File: src/rtl/exu_result_buffer.sv
// In-order result buffer between the 8-bit execution unit and writeback.
// Flags are derived at capture time; architectural flags and the retire counter update on pop.
module exu_result_buffer #(
  parameter int DATA_W = 8,
  parameter int ADDR_W = 3,
  parameter int DEPTH  = 4
) (
  input  logic                     clk,
  input  logic                     rst,
  input  logic                     flush,
  input  logic                     in_valid,
  output logic                     in_ready,
  input  logic [DATA_W-1:0]        in_result,
  input  logic [2:0]               in_sel,
  input  logic                     in_carry,
  input  logic [ADDR_W-1:0]        in_dest,
  output logic                     out_valid,
  input  logic                     out_ready,
  output logic [DATA_W-1:0]        out_result,
  output logic [ADDR_W-1:0]        out_dest,
  output logic [3:0]               out_flags,
  output logic [3:0]               flags_q,
  output logic [7:0]               retire_count,
  output logic [$clog2(DEPTH):0]   count
);

  localparam int PTR_W = $clog2(DEPTH);
  localparam int CNT_W = PTR_W + 1;

  // {C,N,Z,P}; carry is only meaningful for the two arithmetic opcodes
  function automatic logic [3:0] calc_flags(input logic [DATA_W-1:0] res,
                                            input logic [2:0]        sel,
                                            input logic              carry);
    logic carry_en;
    carry_en = (sel == 3'b000) || (sel == 3'b001);
    return {carry_en & carry, res[DATA_W-1], (res == {DATA_W{1'b0}}), ^res};
  endfunction

  logic [DATA_W-1:0] data_q  [DEPTH];
  logic [ADDR_W-1:0] dest_q  [DEPTH];
  logic [3:0]        flag_q  [DEPTH];
  logic [PTR_W-1:0]  wr_ptr_q, wr_ptr_d;
  logic [PTR_W-1:0]  rd_ptr_q, rd_ptr_d;
  logic [CNT_W-1:0]  count_q, count_d;
  logic [3:0]        flags_d;
  logic [7:0]        retire_q, retire_d;
  logic              push_s, pop_s;

  assign in_ready     = (count_q != CNT_W'(DEPTH));
  assign out_valid    = (count_q != {CNT_W{1'b0}});
  assign out_result   = data_q[rd_ptr_q];
  assign out_dest     = dest_q[rd_ptr_q];
  assign out_flags    = flag_q[rd_ptr_q];
  assign retire_count = retire_q;
  assign count        = count_q;

  // Next-state for pointers, occupancy, committed flags and retire counter
  always_comb begin
    push_s   = in_valid && in_ready;
    pop_s    = out_valid && out_ready;
    wr_ptr_d = wr_ptr_q;
    rd_ptr_d = rd_ptr_q;
    count_d  = count_q;
    flags_d  = flags_q;
    retire_d = retire_q;
    if (flush) begin
      wr_ptr_d = {PTR_W{1'b0}};
      rd_ptr_d = {PTR_W{1'b0}};
      count_d  = {CNT_W{1'b0}};
    end else begin
      if (push_s) begin
        wr_ptr_d = wr_ptr_q + PTR_W'(1);
      end else begin
        wr_ptr_d = wr_ptr_q;
      end
      if (pop_s) begin
        rd_ptr_d = rd_ptr_q + PTR_W'(1);
        flags_d  = out_flags;
        retire_d = retire_q + 8'd1;
      end else begin
        rd_ptr_d = rd_ptr_q;
      end
      case ({push_s, pop_s})
        2'b10:   count_d = count_q + CNT_W'(1);
        2'b01:   count_d = count_q - CNT_W'(1);
        default: count_d = count_q;
      endcase
    end
  end

  // Control state registers
  always_ff @(posedge clk) begin
    if (rst) begin
      wr_ptr_q <= {PTR_W{1'b0}};
      rd_ptr_q <= {PTR_W{1'b0}};
      count_q  <= {CNT_W{1'b0}};
      flags_q  <= 4'b0000;
      retire_q <= 8'd0;
    end else begin
      wr_ptr_q <= wr_ptr_d;
      rd_ptr_q <= rd_ptr_d;
      count_q  <= count_d;
      flags_q  <= flags_d;
      retire_q <= retire_d;
    end
  end

  // Entry storage; a flush leaves stale contents in place
  always_ff @(posedge clk) begin
    if (rst) begin
      for (int i = 0; i < DEPTH; i++) begin
        data_q[i] <= {DATA_W{1'b0}};
        dest_q[i] <= {ADDR_W{1'b0}};
        flag_q[i] <= 4'b0000;
      end
    end else if (push_s && !flush) begin
      data_q[wr_ptr_q] <= in_result;
      dest_q[wr_ptr_q] <= in_dest;
      flag_q[wr_ptr_q] <= calc_flags(in_result, in_sel, in_carry);
    end
  end

endmodule

File: config.mk
export PLATFORM = sky130hd
export DESIGN_NAME = exu_result_buffer
export DESIGN_NICKNAME = d
export VERILOG_FILES = /design/src/rtl/exu_result_buffer.sv
export SDC_FILE = /design/constraint.sdc
export NUM_CORES = 1
export LEC_CHECK = 0
export CAP_MARGIN = 20
export CORE_AREA = 5 5 99 101
export DETAILED_ROUTE_END_ITERATION = 10
export DIE_AREA = 0 0 104 106
export DONT_BUFFER_PORTS = 1
export HOLD_SLACK_MARGIN = 0.12
export SLEW_MARGIN = 20
export SYNTH_ARGS = -nofsm -noshare
export SYNTH_HDL_FRONTEND = slang
export SYNTH_SLANG_ARGS = --single-unit
File: constraint.sdc
create_clock -name clk -period 2.1 [get_ports clk]
set_clock_uncertainty 0.05 [all_clocks]
set_input_delay 0.42 -clock clk [delete_from_list [all_inputs] [get_ports clk]]
set_output_delay 0.42 -clock clk [all_outputs]
set_load 0.02 [all_outputs]
==> out/summary.md, run 1 <==
Counting stages on the worst path, the most repeated cell is sky130_fd_sc_hd__inv_2. The total number of vias was 2136. Clock-pin slew was measured on the worst setup and hold paths at 0.08 ns.

STA classifies the critical path endpoint as a flip-flop. The largest family of logic cells by synthesized area was simple AND/OR/NAND/NOR gates. The peak fanout along the critical path is 4. For this run, the post-layout net count is 323.

The tools report the timing-limited maximum frequency as 0.488 GHz. The cell taking the most area after synthesis was sky130_fd_sc_hd__edfxtp_1. The die covers 11000 µm². Counting the fill cells in the layout gives 859.

Among all stages on the critical path, the largest delay is contributed by sky130_fd_sc_hd__dfxtp_4. The post-synthesis share of cell area spent on and, or, nand and nor gates is 0.155, and the worst-case reg-to-reg path depth is 9. For the met1 track utilization from global routing, the log shows 0.151.

The floorplan has 35 rows. The initial antenna violation count was 0; the cell count of the worst hold path was 2. The final routed DRC violation total was 0.

Counting every instance in the synthesized netlist gives 278. At the end of routability-driven placement, the weighted congestion stood at 0.750. The critical path goes through nor3b_4 > inv_2 > nand2_2 > ha_4 > inv_2 > fa_2 > xor2_1 > or3_1 > a21oi_2. Port buffering added 0 buffers.

The tools report the number of levels in the clock H-tree as 3. The area used by multi-input combinational logic was 1210 µm²; the post-layout utilization of the core was 0.443. The run finished with clean final reports.

Adder-cell share of the synthesized area: 0.0277. The cell family contributing the most delay on the critical path is simple AND/OR/NAND/NOR gates. The sequential standard cell area was 2110 µm². The number of failing setup endpoints in the final timing report was 0.

The layer with the highest usage was met2. The critical path is of the flip-flop to flip-flop type. The post-synthesis average cell area was 12.3 µm². During synthesis, Yosys emitted a total of 0 warnings. TritonCTS built the clock tree. The kind of launch point of the worst setup path was a flip-flop. At the worst endpoint, the required time is 2.32 ns. The top-level port count is 52, and the sequential element share of the synthesized area is 0.612. The worst-case headroom to the max-slew limit was 0.699; the via count of the first global-routing pass was 2125.

Final routed wire length divided by cell count: 16.9 µm. The tools report the number of nets produced by synthesis as 305. The detail route stage leaves a number of antenna-violating nets equal to 0. The detailed router finished its first iteration with 93 violations. The top cell type's share of synthesized area is 0.490, and the number of max-cap violations is 0. Counting both buffers and inverters, the worst setup path holds a total of 2. The post-DP HPWL is 4830 µm, and the area of the core is 8930 µm². The run gives 2.27 ns as the worst endpoint data arrival time.

The ratio of total power to cell area was 838 nW/µm²; the starting density of the core was 0.384. The root buffer selected by CTS is sky130_fd_sc_hd__clkbuf_8. The global-route usage over all layers was 0.131; the mapped cell area was 3430 µm².

The met3 track utilization from global routing was 0.0194; the fraction of final layout cells with drive strength greater than 1 was 0.219. The multiplexer fraction of the synthesized cell area is 0.0952. The later-pin clock latency in the skew report was 0.35 ns; the count of different cell masters after synthesis was 36. After synthesis, the cell types taking the most area are sky130_fd_sc_hd__edfxtp_1 (49%), sky130_fd_sc_hd__dfxtp_1 (12%), sky130_fd_sc_hd__mux4_2 (9.2%). Counting flops and latches in the post-synthesis netlist gives 77. Setup repair after global routing could not meet its margin everywhere. Before CTS, the worst setup slack after placement is 0.0416 ns.

Maximum number of pins on one net before global-route repair: 21. The worst hold slack across all endpoints is 0.203 ns, and the worst path setup slack after routing is 0.0510 ns. Summed over all layers, the routed wires come to 6970 µm.

The run gives 4 as the iteration count of the initial detailed-routing pass. Measured along the y axis, the die boundary spans 106 µm. Global routing finished with a remaining overflow of 0. The type of the worst min-delay path was input pin to flip-flop.

The number of buffers on the longest clock path was 2. The number of endpoints with negative hold slack in the final report is 0, and the delay of the slowest cell on the worst path is 0.38 ns. The number of cells on the critical path came out at 9. The parity-gate share of the synthesized area counting xor and xnor cells was 0.0153; the die width was 104 µm. The total clock sinks was 77; the slew of the pin with the lowest slew margin was 0.451 ns.

The logs give 276 µV for the maximum vdd drop and 0 for the antenna diode count. The detail-routed via count per cell came out at 5.18. The run gives 9 as the total clock buffers created by CTS. For this design the static power due to leakage is 1.44 nW. The run gives 11200 µm as the wire length of the first global-routing pass. The final critical-path share of the clock period is 0.976.

Met2 routing resource usage after global routing: 0.228. The compound-cell area share of the yosys netlist works out to 0.0529. For the final-report max-slew violation count, the log shows 0. Relative to the synthesized area, the layout overhead comes to 15.3%. The smallest clock period supported by the final layout is computed as 2.05 ns.
==> stage by stage <==
step	area (µm²)	power [W]	instances	setup TNS, ns
2_1_floorplan	3450	0.00192	278	0
3_3_place_gp	3680	0.00198	394	0
3_5_place_dp	3680	0.00199	394	0
4_1_cts	3930	0.00334	411	0
5_1_grt	3960	0.00344	412	-0.0738
6_report	3960	0.00332	412	0
==> where the power goes <==
group	switching [W]	internal, W	total (W)
clock network	0.000563	0.000798	0.00136
logic	0.000159	0.0000917	0.000251
registers	0.0000232	0.00168	0.00170
==> synth_stat cells (all sizes together) <==
cell and n:
edfxtp 56, nor2 53, dfxtp 21, inv 17
a21oi 15, mux4 14, and2 12, o21ai 11
buf 8, nand2 8, clkbuf 7, nand3 7
ha 6, or3 6, nand4 5, o31ai 5
or4 4, xnor2 4, and4 3, nor2b 2
nor3 2, xor2 2, a31o 1, and3 1
clkinv 1, fa 1, mux2 1, nand2b 1
nand3b 1, nor3b 1, nor4 1, or2 1
==> flip-flops by register name, indices dropped and copies added (netlist names), named ones only <==
signal,cells
count,3
data_q,28
dest_q,12
flag_q,16
flags_q,4
rd_ptr_q,2
retire_count,8
wr_ptr_q,2
==> worst reg2reg max path, stage by stage (launching register included) <==
cell	delay (ns)
sky130_fd_sc_hd__dfxtp_4	0.38
sky130_fd_sc_hd__nor3b_4	0.27
sky130_fd_sc_hd__inv_2	0.07
sky130_fd_sc_hd__nand2_2	0.08
sky130_fd_sc_hd__ha_4	0.13
sky130_fd_sc_hd__inv_2	0.03
sky130_fd_sc_hd__fa_2	0.32
sky130_fd_sc_hd__xor2_1	0.15
sky130_fd_sc_hd__or3_1	0.38
sky130_fd_sc_hd__a21oi_2	0.12
==> cell families after synthesis <==
family | count (synthesis)
xor gates and xnor gates | 6
and+or+nand+nor | 108
buffers and inverters | 33
muxes | 15
DFF | 77
AOI/OAI and AO/OA | 32
adders and majority gates | 7
==> repair_timing <==
item	in CTS	in global routing
setup endpoints to repair	0	1
buffers inserted	0	1
hold buffers	1	0
hold endpoints to repair	11	0
gates resized for setup	0	6
==> per-layer routing <==
metal / routed length, µm / vias to the layer above
met5: 0 / -
met4: 219 / 0
met1: 2770 / 1041
met2: 3760 / 45
li1: - / 1037
met3: 220 / 13
==> final timing paths <==
| kind | slack, ns | startpoint | to |
|---|---|---|---|
| min reg2reg | 0.44 | rd_ptr_q[1]$_SDFFE_PP0P_ | rd_ptr_q[1]$_SDFFE_PP0P_ |
| max | 0.05 | count[0]$_SDFFE_PP0P_ | count[2]$_SDFFE_PP0P_ |
| max reg2reg | 0.05 | count[0]$_SDFFE_PP0P_ | count[2]$_SDFFE_PP0P_ |
| min | 0.20 | flush | retire_count[0]$_SDFFE_PP0P_ |
==> area by class of cell <==
class                   instances  share of cell area
inverters                      18              0.0171
well taps                     111              0.0351
flip-flops and latches         77               0.533
repair buffers                 22              0.0455
multi-input cells             168               0.307
clock inverters                 7              0.0307
clock buffers                   9              0.0313
==> cells in the final DEF (no fill, tap or decap), types with 4 or more instances in the layout <==
cell type / synthesis / layout
sky130_fd_sc_hd__dfxtp_1: 21 / 18
sky130_fd_sc_hd__nand3_1: 7 / 7
sky130_fd_sc_hd__or3_1: 6 / 6
sky130_fd_sc_hd__or4_1: 4 / 4
sky130_fd_sc_hd__nand4_1: 5 / 5
sky130_fd_sc_hd__o21ai_0: 11 / 11
sky130_fd_sc_hd__ha_1: 6 / 5
sky130_fd_sc_hd__buf_4: 1 / 20
sky130_fd_sc_hd__a21oi_1: 15 / 14
sky130_fd_sc_hd__and2_1: 12 / 12
sky130_fd_sc_hd__nand2_1: 8 / 7
sky130_fd_sc_hd__o31ai_1: 4 / 4
sky130_fd_sc_hd__mux4_2: 14 / 14
sky130_fd_sc_hd__edfxtp_1: 56 / 56
sky130_fd_sc_hd__nor2_1: 53 / 53
sky130_fd_sc_hd__inv_1: 16 / 15
sky130_fd_sc_hd__xnor2_1: 4 / 4
sky130_fd_sc_hd__clkbuf_8: 0 / 9
Power figures use the tool's default switching activity.
==> inputs of run 2 (changes only) <==
==> constraint.sdc (replaced) <==
create_clock -name clk -period 1.8 [get_ports clk]
set_clock_uncertainty 0.05 [all_clocks]
set_input_delay 0.36 -clock clk [delete_from_list [all_inputs] [get_ports clk]]
set_output_delay 0.36 -clock clk [all_outputs]
set_load 0.02 [all_outputs]
==> run 2 against run 1 <==
Effect of this change:
- clock power is 6% higher
- the run now ends with setup timing left
- first-iteration DRC count is 44% higher
- power is 13% higher
- critical endpoint is now out_result[7]
- global-route usage is 0.97 points higher
- hold slack worse by 0.064 ns
- cell area is 2.5% higher
- sequential power is 17% higher
- combinational power is 26% higher
- non-clock buffer count is 8 higher
- flip-flop and latch count stayed put
- via count is 3.7% higher
- count of clock-buffer cells in the layout stayed put
==> out/summary.md, run 2 (synthesis gave the netlist of run 1 again) <==
The run finished, with violations left. The checks that failed: setup timing. For the worst endpoint data arrival time, the log shows 1.57 ns (-0.70 ns).

The full die area came out at 11000 µm² (unchanged). The antenna diode count was 0 (unchanged). The tools report the number of fill cells as 809 (-5.8%). The initial antenna violation count came out at 0 (unchanged).

The worst register-to-register path begins at count[0]$_SDFFE_PP0P_. The tools report the standard-cell row count as 35 (unchanged). The run gives 0 (unchanged) as the number of nets still failing antenna checks after routing.

The cell count after placement was 398 (+1.0%). Remaining global-route overflow: 0 (unchanged). The run gives 9 (unchanged) as the total clock buffers created by CTS.

Critical hold path startpoint: flush. The nature of the critical path endpoint is a primary output. The maximum number of pins on one net before global-route repair is 21 (unchanged).

The tightest min-delay check is of the input pin to flip-flop type. The post-DP HPWL came out at 4870 µm (+0.71%). The die span in y works out to 106 µm (unchanged).

The post-route non-filler standard cell count is 420 (+1.9%). The largest registers in the layout are data_q (28), flag_q (16), dest_q (12). For the leakage power figure, the log shows 1.48 nW (+2.6%). Fraction of final layout cells with drive strength greater than 1: 0.262 (+0.0429).

TritonCTS built the clock tree. The tools report the top-level port count as 52 (unchanged). The later-pin clock latency in the skew report is 0.34 ns (about the same), and the maximum vdd drop is 373 µV (+35%). The post-layout utilization of the core came out at 0.454 (+0.0109). The most frequent standard cell in the layout excluding fill and tap cells is sky130_fd_sc_hd__edfxtp_1.

STA classifies the critical path startpoint as a flip-flop. The flip-flop count of the largest register after layout is 28 (unchanged). Final sum of negative setup slack: -1.89 ns (-1.89 ns).

The critical path is of the flip-flop to primary output type. The peak fanout along the critical path was 7 (+3); the number of buffers on the longest clock path was 2 (unchanged). The run gives 2120 µm² (+0.24%) as the sequential standard cell area. The area used by multi-input combinational logic was 1250 µm² (+2.6%); the ratio of total power to cell area was 924 nW/µm² (+10%). The logs give -0.15 ns (-0.20 ns) for the register-to-register path setup slack and 1.39 ns (-0.93 ns) for the data required time at the worst endpoint. The final critical delay including setup and external delays was 1.98 ns.

The largest register by flop count is data_q. The die width is 104 µm (unchanged). The tools report the global-route usage over all layers as 0.141 (+0.00968).

For hold timing, the worst endpoint is retire_count[0]$_SDFFE_PP0P_. The clock transition time at the flip-flop clock pins of the worst setup and hold paths was 0.08 ns (about the same). The tools report the final-report max-slew violation count as 0 (unchanged).

The wire length after detailed routing is 7410 µm (+6.4%). The worst-case headroom to the max-slew limit was 0.707 (+0.00810). The iteration count of the initial detailed-routing pass is 4 (unchanged), and the cell count of the worst hold path is 2 (unchanged).

The endpoint identified for the worst register-to-register timing path is count[1]$_SDFFE_PP0P_. The library cells used most frequently in the layout, excluding fill and tap cells, are sky130_fd_sc_hd__edfxtp_1 (56), sky130_fd_sc_hd__nor2_1 (52), sky130_fd_sc_hd__buf_4 (26). The port buffer count came out at 0 (unchanged). The total number of vias was 2216 (+3.7%); the slew of the pin with the lowest slew margin was 0.437 ns (-0.0140 ns). The run gives 0.506 GHz as the timing-limited maximum frequency. Relative to the synthesized area, the layout overhead comes to 18.2%. The final critical-path share of the clock period works out to 1.10. Worst-case reg-to-reg path depth: 9 (unchanged).

Routability-driven placement congestion ratio: 0.735 (-1.9%). The tools report the total clock sinks as 77 (unchanged). The area of the core is 8930 µm² (unchanged), and the DRC marker count from the first detailed-route iteration is 134 (+44%). The tools report the pre-CTS setup slack as -0.121 ns (-0.163 ns).

The total power after layout is 0.00375 W (+13%), and the via count of the first global-routing pass is 2312 (+8.8%). For the total number of nets in the final design, the log shows 331 (+2.5%). The detail-routed via count per cell was 5.28 (+1.8%); the final routed wire length divided by cell count was 17.6 µm (+4.4%). For the worst path setup slack after routing, the log shows -0.178 ns (-0.229 ns). The logs give 3 (unchanged) for the number of levels in the clock H-tree and 12100 µm (+8.1%) for the wire length of the first global-routing pass. The starting density of the core was 0.384 (unchanged); the final routed DRC violation total was 0 (unchanged).

The tools report the root buffer selected by CTS as sky130_fd_sc_hd__clkbuf_8. The number of failing setup endpoints in the final timing report is 17 (+17). For the number of endpoints with negative hold slack in the final report, the log shows 0 (unchanged). Setup repair after global routing could not meet its margin everywhere. The number of max-cap violations was 0 (unchanged).
[run 2: cell types whose count changed in the layout (fill, tap and decap cells not counted), sizes merged]
cell,before,now
buf,21,29
bufinv,3,2
clkinv,2,3
clkinvlp,0,1
inv,20,19
[run 2: worst max-delay path, stage by stage, from the launching register on]
cell and delay [ns]:
sky130_fd_sc_hd__dfxtp_4 0.41, sky130_fd_sc_hd__buf_12 0.15, sky130_fd_sc_hd__mux4_2 0.67
[run 2: worst max-delay path by stage]
stage / end / slack (ns)
final: out_result[7] / -0.18
after floorplan: count[2]$_SDFFE_PP0P_ / -0.24
after global placement: count[2]$_SDFFE_PP0P_ / -0.08
after global routing: count[2]$_SDFFE_PP0P_ / -0.23
after CTS: out_result[7] / -0.20
after detailed placement: count[2]$_SDFFE_PP0P_ / -0.12
[run 2: through the flow]
stage	hold WS, ns	area (µm²)
final	0.140	4060
after global routing	0.145	4060
after CTS	0.129	4030
after detailed placement	0.384	3710
after global placement	0.381	3710
after floorplan	0.409	3460
[run 2: layer usage]
metal  vias up  GRT usage  part of all wire
met2        45      0.239              0.52
met5         -          0                 0
met4         0     0.0722             0.033
li1       1056          -                 -
met1      1097      0.170              0.41
met3        18     0.0267             0.040
[run 2: what timing repair did]
| item | 4_1_cts | 5_1_grt |
|---|---|---|
| hold buffers | 1 | 0 |
| hold endpoints to repair | 11 | 0 |
| gates cloned | 1 | 0 |
| pin swaps | 1 | 7 |
| buffers inserted | 4 | 3 |
| resized for setup | 9 | 6 |
| endpoints found under the setup margin | 18 | 24 |
[run 2: final cells by class]
cell class                      instances  area share
Clock buffer                            9      0.0305
Clock inverter                          7      0.0241
Inverter                               18      0.0170
Multi-Input combinational cell        168       0.307
Sequential cell                        77       0.522
Tap cell                              111      0.0342
Timing Repair Buffer                   30      0.0651
[run 2: where the power goes]
| group | internal [W] | total [W] | switching (W) |
|---|---|---|---|
| Clock | 0.000788 | 0.00144 | 0.000656 |
| Combinational | 0.000119 | 0.000316 | 0.000197 |
| Sequential | 0.00196 | 0.00199 | 0.0000257 |
